## src/rtl/uart_rx.sv

```systemverilog
// rtl/uart_rx.sv - 8N1 UART receiver with mid-bit sampling and framing-error strobe
module uart_rx #(
   parameter int BAUD_DIV = 434
) (
   input  logic       clk,
   input  logic       rst,
   input  logic       rx,
   output logic [7:0] data_out,
   output logic       valid,
   output logic       frame_err,
   output logic       busy
);

   localparam logic [12:0] HALF_TERM = 13'(BAUD_DIV / 2 - 1);
   localparam logic [12:0] BIT_TERM  = 13'(BAUD_DIV - 1);

   typedef enum logic [1:0] {IDLE, START, DATA, STOP} state_t;

   state_t      state_q, state_d;
   logic        sync1_q, sync1_d;
   logic        rx_s_q, rx_s_d;
   logic        rx_d_q, rx_d_d;
   logic        fall_q, fall_d;
   logic [12:0] baud_cnt_q, baud_cnt_d;
   logic [2:0]  bit_idx_q, bit_idx_d;
   logic [7:0]  shift_q, shift_d;
   logic        stop_hit_q, stop_hit_d;
   logic        stop_bit_q, stop_bit_d;
   logic [7:0]  data_out_q, data_out_d;
   logic        valid_q, valid_d;
   logic        frame_err_q, frame_err_d;

   always_ff @(posedge clk or posedge rst) begin
      if (rst) begin
         state_q     <= IDLE;
         sync1_q     <= 1'b1;
         rx_s_q      <= 1'b1;
         rx_d_q      <= 1'b1;
         fall_q      <= 1'b0;
         baud_cnt_q  <= 13'd0;
         bit_idx_q   <= 3'd0;
         shift_q     <= 8'h00;
         stop_hit_q  <= 1'b0;
         stop_bit_q  <= 1'b0;
         data_out_q  <= 8'h00;
         valid_q     <= 1'b0;
         frame_err_q <= 1'b0;
      end else begin
         state_q     <= state_d;
         sync1_q     <= sync1_d;
         rx_s_q      <= rx_s_d;
         rx_d_q      <= rx_d_d;
         fall_q      <= fall_d;
         baud_cnt_q  <= baud_cnt_d;
         bit_idx_q   <= bit_idx_d;
         shift_q     <= shift_d;
         stop_hit_q  <= stop_hit_d;
         stop_bit_q  <= stop_bit_d;
         data_out_q  <= data_out_d;
         valid_q     <= valid_d;
         frame_err_q <= frame_err_d;
      end
   end

   always_comb begin
      sync1_d     = rx;
      rx_s_d      = sync1_q;
      rx_d_d      = rx_s_q;
      fall_d      = rx_d_q & ~rx_s_q;
      state_d     = state_q;
      baud_cnt_d  = baud_cnt_q;
      bit_idx_d   = bit_idx_q;
      shift_d     = shift_q;
      stop_hit_d  = 1'b0;
      stop_bit_d  = stop_bit_q;
      data_out_d  = data_out_q;
      valid_d     = 1'b0;
      frame_err_d = 1'b0;

      case (state_q)
         IDLE: begin
            baud_cnt_d = 13'd0;
            bit_idx_d  = 3'd0;
            if (fall_q) begin
               state_d = START;
            end
         end
         START: begin
            if (baud_cnt_q == HALF_TERM) begin
               baud_cnt_d = 13'd0;
               // A line back high at mid-start was only a glitch.
               state_d    = rx_s_q ? IDLE : DATA;
            end else begin
               baud_cnt_d = baud_cnt_q + 13'd1;
            end
         end
         DATA: begin
            if (baud_cnt_q == BIT_TERM) begin
               baud_cnt_d = 13'd0;
               shift_d    = {rx_s_q, shift_q[7:1]};
               bit_idx_d  = bit_idx_q + 3'd1;
               if (bit_idx_q == 3'd7) begin
                  state_d = STOP;
               end
            end else begin
               baud_cnt_d = baud_cnt_q + 13'd1;
            end
         end
         STOP: begin
            // Stop sample is held one cycle so the strobe lands the cycle after it.
            if (stop_hit_q) begin
               state_d    = IDLE;
               baud_cnt_d = 13'd0;
               if (stop_bit_q) begin
                  data_out_d = shift_q;
                  valid_d    = 1'b1;
               end else begin
                  frame_err_d = 1'b1;
               end
            end else if (baud_cnt_q == BIT_TERM) begin
               baud_cnt_d = 13'd0;
               stop_hit_d = 1'b1;
               stop_bit_d = rx_s_q;
            end else begin
               baud_cnt_d = baud_cnt_q + 13'd1;
            end
         end
         default: begin
            state_d = IDLE;
         end
      endcase
   end

   assign data_out  = data_out_q;
   assign valid     = valid_q;
   assign frame_err = frame_err_q;
   assign busy      = (state_q != IDLE);

endmodule

```

## config.mk

```make
export PLATFORM = sky130hd
export DESIGN_NAME = uart_rx
export DESIGN_NICKNAME = d
export VERILOG_FILES = /design/src/rtl/uart_rx.sv
export SDC_FILE = /design/constraint.sdc
export NUM_CORES = 1
export LEC_CHECK = 0
export CORE_MARGIN = 8
export CORE_UTILIZATION = 50
export CTS_BUF_LIST = sky130_fd_sc_hd__clkbuf_4 sky130_fd_sc_hd__clkbuf_8 sky130_fd_sc_hd__clkbuf_16
export CTS_CLUSTER_SIZE = 40
export DETAILED_ROUTE_END_ITERATION = 8
export GPL_TIMING_DRIVEN = 0
export PLACE_DENSITY = 0.73
export SETUP_SLACK_MARGIN = 0.3
export SLEW_MARGIN = 40
export SYNTH_ARGS = -nofsm -noshare
export SYNTH_HDL_FRONTEND = slang
export SYNTH_SLANG_ARGS = --single-unit
```

## constraint.sdc

```tcl
create_clock -name clk -period 1.7 [get_ports clk]
set_input_delay 0.255 -clock clk [delete_from_list [all_inputs] [get_ports clk]]
set_output_delay 0.255 -clock clk [all_outputs]
set_load 0.02 [all_outputs]
```

Word-level counts from Yosys, hierarchy flattened
Cells that the tools add are included.
Storage, ports and cells
  bits in registers: 42
  output and inout port bits: 11
  word-level logic and storage cells: 59
Operators by class
  $add $sub $neg: 2
  equality and inequality tests: 11
  multiplexer cells: 22
  bitwise gates (word level): 3
  reductions and logical operators: 8
Operators with widths (count)
  $pmux 13 s4: 1
  $mux 13: 3
  $add 13x1->13 const B: 1
  $eq 13x8->1 const B: 1
  $eq 13x9->1 const B: 1
  $mux 2: 6
  $ne 2x2->1 const B: 5
  $mux 1: 9
  $pmux 2 s4: 1
  $pmux 3 s2: 1
  $reduce_and 3->1: 2
  $reduce_and 5->1: 1
  $eq 2x2->1 const B: 2
  $reduce_and 2->1: 2
  $reduce_bool 2->1: 2
  $add 3x1->3 const B: 1
  $eq 3x3->1 const B: 1
  $mux 3: 1
  $eq 2x1->1 const B: 1
  $logic_not 2->1: 1
  $not 1->1: 2
  $and 1x1->1: 1

Longest topological paths before layout
Gate-level depths: netlist (run 1).
  word-level depth: 4
  mapped depth: 7
  depth with buffers taken out: 6

Worst setup path before layout (run 1)
No wires, ideal clock.
  kind: flip-flop to flip-flop
  start point: reg baud_cnt_q[9]
  end point: reg shift_q[0]
  setup time: 0.125 ns
  data arrival time: 1.660 ns
  data required time: 1.575 ns
  path slack: -0.085 ns
  cell stages (with the launch flop): 6
  period minus slack after synthesis: 1.785 ns
  cell sequence: dfrtp_1 or4_4 nor2_4 nand4_4 buf_6 mux2_4
Between the ends
  cells in the longest elaborated chain, start to end: 2
Ends and longest elaborated chain
  start, declared: line 24  | logic [12:0] baud_cnt_q, baud_cnt_d;
  start signal, assigned: line 54  | baud_cnt_q <= baud_cnt_d;
  $eq 13x9->1: line 98  | if (baud_cnt_q == BIT_TERM) begin
  $reduce_and 2->1 (no line)
  end signal, assigned: line 56  | shift_q <= shift_d;
  end, declared: line 26  | logic [7:0] shift_q, shift_d;
Every way passes these cells.
A chain may end at the register's enable or synchronous reset.

Worst setup path after layout (run 1)
  start point: reg baud_cnt_q[10]
  end point: reg shift_q[2]
Same word-level chain as after synthesis.

==> metrics.txt, run 1 <==
status=complete, but fails checks; violated checks=setup timing; post-route setup slack=-0.152 ns; hpwl dp=2320 µm; synthesis-to-finish area growth=33.0%; pin count of the biggest net entering global routing=25; critical path class=flip-flop to flip-flop; layout cells sized above 1=0.413; Skew-Pair Late Insertion Delay=0.29 ns; f_max=540 MHz; CP Cell Sequence=or4_4 -> nor2_4 -> nand4_4 -> buf_12 -> mux2_4; Antenna Nets Post-Route=0; Tot GR Track Use=0.131; Clk pwr share=0.359; DR iter-0 viols=45; Max VDD drop=0.624 mV; pre-CTS setup slack=-0.167 ns; FF-to-FF path depth=5; H-tree depth=2; Final Setup Violations=26; RSZ-0062 raised after global routing=yes; Num CTS Buffers=5; clk sinks=42; RD Place Congestion=0.780; Gate power share=0.183; Post-Syn Area=1850 µm²; die width=76.8 µm; vias in the first global route=1323; asr flop ratio synth=1.00; max incr delay on CP=0.54 ns; Cells after Synth=146; Lkg Pwr=1.19 nW; Power Internal=1.90 mW; WP data required=1.89 ns; crit path DAT=2.04 ns; IO buf count=13; register area share after synthesis=0.572; commonest cells after routing, fill and taps aside=dfrtp_1, buf_4, a21oi_2, mux2_2; top_reg_cell synth=dfrtp_1; final core occ=0.681; gr ovfl total=0; worst clock skew=0.00570 ns; Final Max Tran Viols=0; max capacitance violation total=0; fin crit share=1.09; Clk pin slew, worst setup/hold paths=0.08 ns; global-route wire length before repair=6310 µm; end of the critical path=shift_q[2]; Via Count=1255; Final Critical Period=1.85 ns; die area=5890 µm²; area of the multi-input gates=832 µm²; sequential share of power=0.458; Critical R2R Launch=baud_cnt_q[10]; Critical Path Start=baud_cnt_q[10]; drt pass-1 iters=4; CP Max Fanout=7; # rows=22; Post-synth EDFFs=0; Slowest cell on crit path=or4_4; I/O Pins=14; # hold bufs at CTS=0; ANT cells=0; NetSw=0.693 mW; nets@finish=191; via density per instance=5.41; top-area cell type share of the netlist area=0.529; Synth area leader=dfrtp_1; power density over the cells=1060 nW/µm²; wire length per cell=16.4 µm; leading cell type in the layout, fill and taps excluded=dfrtp_1; Synth warnings=0; synth top area cells=dfrtp_1, mux2_2, mux2_4; count of cell types in the netlist=30; Core Region=3610 µm²; CP endpoint kind=flip-flop; clk root buf=clkbuf_8; Tightest Hold Check Type=primary input to async pin; post-route cell area=2450 µm²; die height=76.8 µm; switch share=0.267; Syn Nets=154; FF+latch area=1060 µm²; mean area per synthesized cell=12.6 µm²; actual slew at the worst max-slew pin=0.535 ns; initial antenna violation count=0; clk buf depth=2; Hold Vio Cnt, Final=0; Filler cells=252; R2R Setup Slk=-0.15 ns; CTS tree=yes; Seq cells post-synth=42; initial core utilization=0.512; Area after DPL=2110 µm²; DRT Wirelength=3800 µm; # DRC=0; Slew headroom=0.643; RR Endpoint=shift_q[2]; crit start category=flip-flop
[cells by family after synthesis]
family	Yosys count	synth area share
flip-flops	42	0.572
AND/OR/NAND/NOR	35	0.117
multiplexers	20	0.132
AO/OA/AOI/OAI	18	0.0576
buffers and inverters	15	0.0359
XOR/XNOR	11	0.0522
adder cells (fa/ha/maj)	5	0.0339
[sequential cells by signal, indices dropped and copies added, names as in the netlist, 3 cells and up, named ones only]
name,flops
bit_idx_q,3
data_out,8
shift_q,8
baud_cnt_q,13
[worst max-delay path, delay by kind of cell (launching register included)]
family	cells	cell delay, ns
DFF	1	0.40
muxes	1	0.29
buffers and inverters	1	0.18
and+or+nand+nor	3	0.87
[worst min path at each step]
stage                start          end  slack, ns
finish                 rst  data_out[2]       0.32
floorplan               rx       rx_s_d       0.26
detailed placement  rx_s_d       rx_d_d       0.35
global placement    rx_s_d       rx_d_d       0.35
CTS                    rst   shift_q[3]       0.34
global route           rst  data_out[2]       0.36
[synth_stat cells, types with 3 or more instances]
library cell  instances
ha_1                  5
nor3_1                4
dfrtp_1              39
a21oi_1              13
mux2_4                6
mux2i_1               3
nand4_1               4
xor2_1                4
dfstp_2               3
mux2_2               11
nand3_1               6
nor2_1                4
xnor2_1               7
inv_1                12
nand2_1               7
[repair_timing]
item | in CTS | in global routing
setup buffers | 8 | 7
pin swaps | 7 | 4
gates resized for setup | 25 | 9
endpoints found under the hold margin | 0 | 0
setup endpoints to repair | 47 | 29
gates cloned | 1 | 0
[layout make-up]
class                   instances  share of cell area
flip-flops and latches         42               0.431
plain buffers                   3              0.0173
clock inverters                 3              0.0280
clock buffers                   5              0.0280
inverters                      12              0.0183
repair buffers                 30               0.114
well taps                      48              0.0245
multi-input cells              89               0.339
[power by group through the flow]
| stage | Sequential [mW] | Combinational [mW] | Clock [mW] |
|---|---|---|---|
| 2_1_floorplan | 1.17 | 0.227 | 0 |
| 3_3_place_gp | 1.20 | 0.270 | 0 |
| 3_5_place_dp | 1.20 | 0.291 | 0 |
| 6_report | 1.19 | 0.474 | 0.931 |
| 4_1_cts | 1.19 | 0.322 | 0.940 |
| 5_1_grt | 1.20 | 0.524 | 0.989 |
[per-layer routing]
metal  track usage  share of wire  vias up
li1              -              -      582
met1         0.154           0.42      639
met2         0.215           0.52       25
met3        0.0466          0.051        9
met4        0.0462          0.015        0
met5             0              0        -
[stage by stage]
stage	setup TNS, ns	hold WS [ns]	total power, mW	std cells
finish	-2.38	0.324	2.59	232
detailed placement	-2.09	0.348	1.49	208
floorplan	-0.488	0.259	1.40	146
global placement	-13.50	0.347	1.47	207
CTS	-1.32	0.344	2.45	225
global route	-3.94	0.362	2.72	232
(Power assumes the default switching activity.)
==> run 2: changes to the inputs <==
SLEW_MARGIN = 10   (was 40)
==> run 2 against run 1 <==
The run still ends with setup timing left. Die area is the same. Clock-buffer cell count stayed put. Clock skew is 0.0036 ns higher. Largest cell class unchanged. Sequential share of layout area grew 0.31 points.
==> metrics.txt, run 2 (same netlist as run 1, synthesis figures left out) <==
status=complete, but fails checks; violated checks=setup timing; Num CTS Buffers=5; CP Max Fanout=7; f_max=550 MHz; CTS tree=yes; die area=5890 µm²; post-route setup slack=-0.120 ns; global-route wire length before repair=6220 µm; DR iter-0 viols=40; synthesis-to-finish area growth=32.1%; drt pass-1 iters=4; critical path class=flip-flop to flip-flop; Clk pin slew, worst setup/hold paths=0.08 ns; leading cell type in the layout, fill and taps excluded=dfrtp_1; Filler cells=260; IO buf count=13; DRT Wirelength=3660 µm; initial core utilization=0.512; actual slew at the worst max-slew pin=0.427 ns; nets@finish=191; H-tree depth=2; post-route cell area=2440 µm²; RD Place Congestion=0.780; Finished Layout Cells=232; Final Setup Violations=23; clk buf depth=2; WP data required=1.88 ns; die height=76.8 µm; Core Region=3610 µm²; Tightest Hold Check Type=primary input to async pin; Slew headroom=0.713; pin count of the biggest net entering global routing=33; hpwl dp=2310 µm; Hold Vio Cnt, Final=0; FF+latch area=1060 µm²; Lkg Pwr=1.18 nW; fin crit share=1.07; dpl cells=208; area of the multi-input gates=822 µm²; total chip power=2.58 mW; Antenna Nets Post-Route=0; Final Max Tran Viols=0; ANT cells=0; Via Count=1252; vias in the first global route=1329; die width=76.8 µm; commonest cells after routing, fill and taps aside=dfrtp_1, buf_4, a21oi_2, mux2_2; RSZ-0062 raised after global routing=yes; crit start category=flip-flop; I/O Pins=14; Reg with most FFs=baud_cnt_q; via density per instance=5.40; Skew-Pair Late Insertion Delay=0.30 ns; max reg flops=13; gr ovfl total=0; final core occ=0.676; worst clock skew=0.00933 ns; hold slack=0.218 ns; # DRC=0; power density over the cells=1060 nW/µm²; # rows=22; max capacitance violation total=0; Max VDD drop=0.583 mV; Area after DPL=2110 µm²; layout cells sized above 1=0.408; initial antenna violation count=0; clk sinks=42; Final Critical Period=1.82 ns; CP endpoint kind=flip-flop; wire length per cell=15.8 µm; Tot GR Track Use=0.129; clk root buf=clkbuf_8; crit path DAT=2.00 ns
[run 2: cell counts in the layout (fill, tap and decap cells not counted)]
Identical to the previous run, type by type.
[run 2: power by group]
| group | switching [mW] | internal [mW] |
|---|---|---|
| clock | 0.346 | 0.588 |
| sequential | 0.123 | 1.07 |
| combinational | 0.225 | 0.224 |
| total | 0.694 | 1.88 |
[run 2: cell type report]
type | count | area share
clock buffer | 5 | 0.0282
buffer | 3 | 0.0175
tap | 48 | 0.0246
clock inverter | 3 | 0.0282
timing repair buffer | 30 | 0.112
inverter | 12 | 0.0185
sequential | 42 | 0.434
multi-input combinational | 89 | 0.337
[run 2: path summary, 6_finish.rpt]
kind / startpoint / to / slack [ns] / depth (start not counted)
min in group clk: rx_s_d / rx_d_d / 0.36 / 0
max in group asynchronous: rst / rx_d_d / 0.97 / 3
hold / removal: rst / baud_cnt_q[5] / 0.22 / 2
setup / recovery: baud_cnt_q[12] / shift_q[0] / -0.12 / 5
hold reg to reg: rx_s_d / rx_d_d / 0.36 / 0
setup reg to reg: baud_cnt_q[12] / shift_q[0] / -0.12 / 5
[run 2: stage by stage]
step / setup TNS, ns / setup slack, ns
finish: -1.66 / -0.120
global route: -3.91 / -0.229
CTS: -1.07 / -0.0932
detailed placement: -2.15 / -0.171
global placement: -13.50 / -0.305
floorplan: -0.488 / -0.0810
[run 2: worst max-delay path, stage by stage, from the launching register on]
cell and delay, ns:
dfrtp_1 0.38, or4_4 0.55, nor2_4 0.17, nand4_4 0.14, buf_12 0.18, mux2_4 0.28
[run 2: what timing repair did]
| action | CTS | global route |
|---|---|---|
| cloned | 1 | 0 |
| setup endpoints to repair | 47 | 29 |
| hold buffers | 0 | 0 |
| pin swaps | 9 | 3 |
| resized for setup | 24 | 9 |
| buffers inserted | 8 | 7 |
| hold endpoints to repair | 0 | 0 |
[run 2: metal layers]
metal  vias to the layer above  GRT usage  wire length, µm  share of wire
met3                         4     0.0478              151          0.041
met1                       638      0.150             1550           0.42
met5                         -          0                0              0
met2                        22      0.209             1910           0.52
li1                        588          -                -              -
met4                         0     0.0558               46          0.013
==> run 3: changes to the inputs <==
GPL_ROUTABILITY_DRIVEN = 0   (was not set)
==> results of run 3 <==
Same layout as run 2: the final DEF is identical, and so are final timing and power.
==> RTL edit (config.mk and constraints of run 2) <==
Register the input `rx` before use, with the module's reset. The logic sees it one clock later.
--- a/src/rtl/uart_rx.sv
+++ b/src/rtl/uart_rx.sv
@@ -17,2 +17,12 @@
    typedef enum logic [1:0] {IDLE, START, DATA, STOP} state_t;
+
+   logic rx_q;
+
+   always_ff @(posedge clk or posedge rst) begin
+      if (rst) begin
+         rx_q <= '0;
+      end else begin
+         rx_q <= rx;
+      end
+   end
 
@@ -65,3 +75,3 @@
    always_comb begin
-      sync1_d     = rx;
+      sync1_d     = rx_q;
       rx_s_d      = sync1_q;
Formal check against the unedited RTL: not equivalent (a bounded check fails within 10 cycles, from zero or initial values and one cycle with rst high).
==> RTL edit against run 2 <==
The run still ends with setup timing left. Design area is 5.5% lower. Wire length is 8.9% lower. Via count is 5.6% lower. Die area is 1.9% higher. Clock power is 23% lower. Synthesized area is 2.4% higher. Total power is 14% lower. Count of clock-buffer cells in the layout is 2 higher. Worst setup slack worse by 0.20 ns. Cell count is 2.2% lower. Sequential cell count is 1 higher.
==> RTL edit: results (changes against run 2) <==
Status
  • Status: finished, violations left (unchanged)
  • Violated checks: setup timing (unchanged)

Cells and area
  • Count of non-CTS buffers in the layout: 28 (was 33)
  • Seq Cell Count: 43 (was 42)
  • Area grow syn2layout: 21.8% (was 32.1%)
  • Seq/total area: 0.469 (was 0.434)
  • Fill count: 279 (was 260)
  • Non-clock buffering overhead: 0.110 (was 0.129)
  • Nets@finish: 186 (was 191)
  • Max reg flops: 13 (unchanged)
  • Comb_multi_in: 92 (was 89)
  • Inverters: 8 (was 12)
  • Layout cells sized above 1: 0.324 (was 0.408)
  • Clock buf count: 7 (was 5)
  • Multi-input combinational area share: 0.336 (was 0.337)
  • Layout clock area frac: 0.0451 (was 0.0565)

Yosys
  • Synth async-reset ratio: 1.00 (unchanged)
  • Post-Synth Adder-Cell Area: 0.0331 (was 0.0339)
  • Syn_nets: 156 (was 154)
  • Synth Area in XOR/XNOR: 0.0510 (was 0.0522)
  • Sequential fraction of the synthesis area: 0.571 (was 0.572)
  • Post-synthesis compound-gate area fraction: 0.0192 (was 0.0576)
  • Post-synth top cells: dfrtp_1, nor2_1, mux2_2 (was dfrtp_1, a21oi_1, inv_1)
  • Post-synthesis cell type count: 37 (was 30)
  • Gate Count Post-Synth: 148 (was 146)
  • Multiplexer share of the synthesized area: 0.134 (was 0.132)
  • Yosys Warn Count: 0 (unchanged)
  • Top post-synthesis cells by area: dfrtp_1, mux2_2, mux2_4 (unchanged)

Clocking
  • Post-CTS Resized: 22 (was 24)
  • Worst skew pair latency: 0.29 ns
  • H-tree levels: 2 (unchanged)
  • Post-CTS Setup Bufs: 6 (was 8)
  • Max clock buf depth: 2 (unchanged)
  • Hold-fix buffers, CTS: 0 (unchanged)

Timing
  • Fin worst setup slack: -0.316 ns (was -0.120 ns)
  • Worst slew pin tran: 0.385 ns (was 0.427 ns)
  • Setup-failing EPs final: 27 (was 23)
  • Clock Skew: 0.00569 ns (was 0.00933 ns)
  • Hold Slack: 0.237 ns (was 0.218 ns)
  • Setup TNS: -5.52 ns (was -1.66 ns)

Placed design
  • PortBufs: 13 (unchanged)
  • DP HPWL: 2.17 mm (was 2.31 mm)
  • Placed inst area: 2100 sq um (was 2110 sq um)
  • Setup WS pre-CTS: -0.426 ns (was -0.171 ns)
  • Number of instances in the placed design: 210 (was 208)
  • Routability Congestion: 0.805 (was 0.780)

Routing
  • Wire length per cell: 14.7 um (was 15.8 um)
  • Via Count: 1,182 (was 1,252)
  • Initial DRC count: 43 (was 40)
  • Drt via density: 5.21 (was 5.40)

Global route
  • Initial antenna violation count: 0 (unchanged)
  • Largest net degree at the start of global routing: 31 (was 33)
  • First-pass GRT wire length: 5.68 mm (was 6.22 mm)
  • All-Layer GR Usage: 0.118 (was 0.129)

Critical path
  • Reg2reg path depth: 5 (unchanged)
  • Critical-path maximum fanout: 3 (was 7)
  • Worst r2r dst: stop_bit_q (was shift_q[0])

Power
  • Pleak: 1.18 nW (about the same)
  • Worst VDD drop: 0.000774 V (was 0.000583 V)

Floorplan
  • Row Count: 22 (unchanged)
## RTL edit: where the power goes
group / switching (mW) / internal [mW] / total, mW
Sequential: 0.0932 / 1.09 / 1.18
Clock: 0.348 / 0.370 / 0.717
Combinational: 0.158 / 0.158 / 0.316
Total: 0.598 / 1.62 / 2.22
## RTL edit: per-layer routing
metal / up-vias / routed length, um / GRT usage / part of all wire
li1: 563 / - / - / -
met1: 588 / 1500 / 0.138 / 0.45
met2: 27 / 1630 / 0.192 / 0.49
met3: 4 / 164 / 0.0530 / 0.049
met4: 0 / 34 / 0.0340 / 0.010
met5: - / 0 / 0 / 0
## RTL edit: worst max-delay path, cell delays in order, from the launching register on
cell and delay [ns]:
dfrtp_1 0.40, or4_4 0.57, nor4_4 0.33, buf_4 0.16, and2_4 0.15, mux2_4 0.29
